File: config.mk
export PLATFORM = sky130hd
export DESIGN_NAME = usb_tx_wire_writer_flat
export DESIGN_NICKNAME = d
export VERILOG_FILES = /design/src/rtl/usb_tx_wire_writer_if.sv /design/src/rtl/usb_tx_wire_writer.sv /design/src/flat_wrapper.sv
export SDC_FILE = /design/constraint.sdc
export NUM_CORES = 1
export LEC_CHECK = 0
export ABC_AREA = 1
export BUFFER_PORTS_ARGS = -buffer_cell sky130_fd_sc_hd__clkbuf_2
export CORE_ASPECT_RATIO = 1.25
export CORE_UTILIZATION = 57
export DETAILED_ROUTE_END_ITERATION = 16
export GPL_ROUTABILITY_DRIVEN = 0
export PLACE_DENSITY = 0.77
export SETUP_SLACK_MARGIN = 0.02
export SYNTH_ARGS = -nofsm -noshare
export SYNTH_HDL_FRONTEND = slang
export SYNTH_SLANG_ARGS = --single-unit
File: constraint.sdc
create_clock -name clk -period 2.5 [get_ports clk]
set_input_delay 0.25 -clock clk [delete_from_list [all_inputs] [get_ports clk]]
set_output_delay 0.25 -clock clk [all_outputs]
set_load 0.01 [all_outputs]
File: src/rtl/usb_tx_wire_writer_if.sv
// Write side of the SIE transmit wire: arbitrated symbol stream in, ready back out.
interface usb_tx_wire_writer_if;
   logic [1:0] TxBits;
   logic       TxCtl;
   logic       TxFSRate;
   logic       USBWireWEn;
   logic       USBWireRdy;

   modport master (output TxBits, output TxCtl, output TxFSRate, output USBWireWEn,
                   input  USBWireRdy);
   modport slave  (input  TxBits, input  TxCtl, input  TxFSRate, input  USBWireWEn,
                   output USBWireRdy);
endinterface

File: src/rtl/usb_tx_wire_writer.sv
// Buffers line symbols and replays each onto the transceiver pins for one
// full-speed or low-speed bit time, back to back when the FIFO stays non-empty.
module usb_tx_wire_writer #(
   parameter int FIFO_DEPTH = 4,
   parameter int FS_DIV     = 4,
   parameter int LS_DIV     = 32
) (
   input  logic                clk,
   input  logic                rst,
   usb_tx_wire_writer_if.slave wr,
   output logic [1:0]          USBWireDataOut,
   output logic                USBWireCtrlOut,
   output logic                USBWireFullSpeedRate,
   output logic                USBWireActive
);

   localparam int AW  = $clog2(FIFO_DEPTH);
   localparam int CW  = $clog2(FIFO_DEPTH + 1);
   localparam int BW  = $clog2(LS_DIV);
   localparam logic [BW-1:0] FS_LOAD = BW'(FS_DIV - 1);
   localparam logic [BW-1:0] LS_LOAD = BW'(LS_DIV - 1);
   localparam logic [CW-1:0] FULL    = CW'(FIFO_DEPTH);

   typedef struct packed {
      logic [1:0] bits;
      logic       ctl;
      logic       fs;
   } sym_t;

   typedef enum logic {IDLE, HOLD} state_t;

   sym_t            mem [FIFO_DEPTH];
   logic [AW-1:0]   wr_ptr, rd_ptr;
   logic [CW-1:0]   count;
   logic [BW-1:0]   bit_cnt;
   state_t          state, state_nxt;
   logic            push, pop, fifo_ne;
   sym_t            head;

   // Ready comes straight from the occupancy register, never from the strobe.
   assign wr.USBWireRdy = (count != FULL);
   assign push          = wr.USBWireWEn && wr.USBWireRdy;
   assign fifo_ne       = (count != '0);
   assign head          = mem[rd_ptr];
   assign USBWireActive = (state == HOLD);

   always_ff @(posedge clk) begin
      if (push) mem[wr_ptr] <= '{bits: wr.TxBits, ctl: wr.TxCtl, fs: wr.TxFSRate};
   end

   always_ff @(posedge clk) begin
      if (rst) begin
         wr_ptr <= '0;
         rd_ptr <= '0;
         count  <= '0;
      end else begin
         if (push) wr_ptr <= wr_ptr + AW'(1);
         if (pop)  rd_ptr <= rd_ptr + AW'(1);
         case ({push, pop})
            2'b10:   count <= count + CW'(1);
            2'b01:   count <= count - CW'(1);
            default: count <= count;
         endcase
      end
   end

   always_ff @(posedge clk) begin
      if (rst) state <= IDLE;
      else     state <= state_nxt;
   end

   always_comb begin
      state_nxt = state;
      pop       = 1'b0;
      case (state)
         IDLE: begin
            if (fifo_ne) begin
               pop       = 1'b1;
               state_nxt = HOLD;
            end
         end
         HOLD: begin
            // Reload on the last cycle of a bit time so consecutive symbols abut.
            if (bit_cnt == '0) begin
               if (fifo_ne) pop = 1'b1;
               else         state_nxt = IDLE;
            end
         end
         default: state_nxt = IDLE;
      endcase
   end

   always_ff @(posedge clk) begin
      if (rst) begin
         USBWireDataOut       <= 2'b00;
         USBWireCtrlOut       <= 1'b0;
         USBWireFullSpeedRate <= 1'b1;
         bit_cnt              <= '0;
      end else if (pop) begin
         USBWireDataOut       <= head.bits;
         USBWireCtrlOut       <= head.ctl;
         USBWireFullSpeedRate <= head.fs;
         bit_cnt              <= head.fs ? FS_LOAD : LS_LOAD;
      end else if (state == HOLD && bit_cnt != '0) begin
         bit_cnt <= bit_cnt - BW'(1);
      end
   end

endmodule

File: src/flat_wrapper.sv
// flat-port wrapper written by rule: the top's interface ports become plain ports
module usb_tx_wire_writer_flat 
#(
   parameter int FIFO_DEPTH = 4,
   parameter int FS_DIV     = 4,
   parameter int LS_DIV     = 32
)
  (clk, rst, USBWireDataOut, USBWireCtrlOut, USBWireFullSpeedRate, USBWireActive, wr_TxBits, wr_TxCtl, wr_TxFSRate, wr_USBWireWEn, wr_USBWireRdy);
  usb_tx_wire_writer_if wr_i ();
  input  logic clk;
  input  logic rst;
  output logic [1:0] USBWireDataOut;
  output logic USBWireCtrlOut;
  output logic USBWireFullSpeedRate;
  output logic USBWireActive;
  input wire logic [$bits(wr_i.TxBits)-1:0] wr_TxBits;
  input wire logic [$bits(wr_i.TxCtl)-1:0] wr_TxCtl;
  input wire logic [$bits(wr_i.TxFSRate)-1:0] wr_TxFSRate;
  input wire logic [$bits(wr_i.USBWireWEn)-1:0] wr_USBWireWEn;
  output wire logic [$bits(wr_i.USBWireRdy)-1:0] wr_USBWireRdy;
  assign wr_i.TxBits = wr_TxBits;
  assign wr_i.TxCtl = wr_TxCtl;
  assign wr_i.TxFSRate = wr_TxFSRate;
  assign wr_i.USBWireWEn = wr_USBWireWEn;
  assign wr_USBWireRdy = wr_i.USBWireRdy;
  usb_tx_wire_writer #(.FIFO_DEPTH(FIFO_DEPTH), .FS_DIV(FS_DIV), .LS_DIV(LS_DIV)) u_core (.clk(clk), .rst(rst), .wr(wr_i), .USBWireDataOut(USBWireDataOut), .USBWireCtrlOut(USBWireCtrlOut), .USBWireFullSpeedRate(USBWireFullSpeedRate), .USBWireActive(USBWireActive));
endmodule
==> results.md <==
- Outcome: finished, final reports clean
- Total CTS buffers: 5
- Flops & latches, synth: 35
- Num ports: 13
- Share of post-route cells with drive strength above 1: 0.137
- Via count: 1103
- Initial DRC Count: 28
- Vias per cell: 5.11
- Count leader, synth: nand2_1
- First-pass GRT wire length: 4530 um
- Die width: 48.8 um
- Clock Sinks: 35
- FILL cells: 206
- CTS clk-pin slew, worst paths: 0.10 ns
- Drt first pass iters: 4
- CTS root buffer: clkbuf_4
- Main flop type after synthesis: dfxtp_1
- Pwr Density: 1220 nW/um2
- Gr ovfl total: 0
- Initial core utilization: 0.622
- Initial antenna violation count: 0
- Worst Tran Pin Value: 0.401 ns
- Setup_tns: 0 ns
- TritonCTS clock tree: built
- DRT antenna net count: 0
- H-tree Lvls: 2
- I/O Buffers: 12
- Post-CTS Hold Buffers: 0
- Overall global routing resource usage: 0.211
- Average wire per standard cell: 12.2 um
- Rel. slew slack: 0.731
- Mapped Area: 1560 um2
- FF+latch area: 861 um2
- Hold_ws: 0.115 ns
- Placeable Area: 2500 um2
- Critical path class: reg2reg
- Maximum VDD drop: 0.636 mV
- Leak: 0.735 nW
- Cell taking the most area after synthesis: edfxtp_1
- CP max FO: 13
- Clock Latency Late Sink: 0.33 ns
- Number of diodes: 0
- RSZ-0062 raised after global routing: false
- Top post-synthesis cells by area: edfxtp_1 31%, dfxtp_1 24%, nand2_1 7.0%
- Endpoints failing hold: 0
- Multi-input logic area: 584 um2
- Post-synthesis cell type count: 22
- Post-synth top cells: 29 x nand2_1, 22 x nor2_1, 20 x inv_1
- Vias in the first global route: 1093
- Worst Setup End Kind: register
- Critical Path RT: 2.73 ns
- Final period util: 0.893
- Layout net count: 197
- Final setup viols: 0
- Asr flop ratio synth: 0
- Row count: 20
- Synthesized area per cell: 9.38 um2
- Hold WC Path Type: in2reg
- Worst EP arrival: 2.46 ns
- Max Buffers Root-to-Sink: 2
- Number of synthesized flops with an enable pin: 16
- DRC violations left: 0
- Hpwl dp: 1970 um
- Yosys synthesis warning count: 0
- Layout Area Growth over Synthesis: 8.19%
- Final Critical Period: 2.23 ns
- Syn nets: 181
- Die H: 60.4 um
- Register area share after synthesis: 0.553
- WL final: 2630 um
- Max Cap Viol: 0
- Final Max Tran Viols: 0
- Final Skew: 0.0117 ns
- Share of the synthesized area in the top cell type: 0.308
- Die Area: 2950 um2
- Post-CTS Setup Inserts: 0
- Pin count of the biggest net entering global routing: 16
- Max Clk Rate: 448 MHz
- Worst Setup Start Kind: register
- Post-Synthesis Cells: 166
[per-stage QoR]
step                      total power [mW]   util  instance area, um2  setup WS, ns  std cells
after global routing                  2.27  0.674                1690        0.0545        216
after detailed placement              1.77  0.650                1630         0.251        208
after floorplan                       1.61      -                1560         0.504        166
final                                 2.06  0.674                1690         0.268        216
after CTS                             2.08  0.674                1690         0.242        216
after global placement                1.73  0.650                1630         0.373        208
[critical path, stage by stage (launching register included)]
cell	delay [ns]
dfxtp_1	0.33
inv_1	0.09
ha_1	0.22
nand3_2	0.11
nand2_4	0.09
nand2_4	0.14
inv_1	0.09
ha_1	0.24
fa_1	0.40
a21oi_1	0.13
o21ai_1	0.09
o21ai_0	0.15
a21oi_1	0.05
[final timing paths]
path / start / end / slack [ns] / cells after the start
max: u_core.bit_cnt[0] / u_core.count[2] / 0.27 / 12
min: rst / u_core.USBWireActive / 0.11 / 2
max reg2reg: u_core.bit_cnt[0] / u_core.count[2] / 0.27 / 12
min reg2reg: u_core.rd_ptr[1] / u_core.rd_ptr[1] / 0.51 / 2
[sequential cells by signal (all words and copies together) (netlist names), named ones only]
register / cells
u_core.USBWireCtrlOut: 1
u_core.USBWireDataOut: 2
u_core.USBWireActive: 1
u_core.rd_ptr: 2
u_core.bit_cnt: 5
u_core.wr_ptr: 2
u_core.mem: 16
u_core.count: 3
u_core.USBWireFullSpeedRate: 1
[report_power, final]
group / total [mW] / internal [mW] / switching (mW)
Clock: 0.307 / 0.136 / 0.171
Combinational: 0.871 / 0.326 / 0.545
Sequential: 0.885 / 0.758 / 0.127
Total: 2.06 / 1.22 / 0.842
[final cells by class]
type                       instances  share of cell area
multi-input combinational        107               0.347
timing repair buffer              12              0.0356
inverter                          21              0.0468
tap                               33              0.0245
sequential                        35               0.511
clock inverter                     1             0.00297
clock buffer                       7              0.0327
[cells by family after synthesis]
| kind of cell | count (synthesis) | share of synthesized area |
|---|---|---|
| AND/OR/NAND/NOR | 66 | 0.191 |
| adder cells (fa/ha/maj) | 8 | 0.0691 |
| XOR/XNOR | 2 | 0.0112 |
| AO/OA/AOI/OAI | 31 | 0.104 |
| flip-flops | 35 | 0.553 |
| buffers and inverters | 24 | 0.0723 |
[layout by cell type (no fill, tap or decap)]
cell	n
fa_1	1
nand4_1	1
edfxtp_1	16
clkbuf_4	5
clkinv_2	1
ha_1	7
nand3_2	1
clkbuf_2	12
nand3_1	9
xor2_1	2
nand2_4	2
dfxtp_1	19
clkbuf_8	1
inv_1	20
o22ai_1	3
nor2_2	1
nor2_1	22
inv_2	1
a21oi_1	13
clkbuf_1	1
o21ai_0	13
nor3_4	1
nand2_1	29
o21ai_1	1
o211ai_1	1
[timing repair]
action	in CTS	in global routing
gates resized for setup	0	1
hold endpoints to repair	0	0
setup endpoints to repair	0	1
[layer usage]
layer	wire, um	vias to the layer above	GRT usage
met1	1040	492	0.200
met4	69	0	0.143
met5	0	-	0
li1	-	578	-
met2	1420	24	0.399
met3	98	9	0.0627
(Power assumes the default switching activity.)
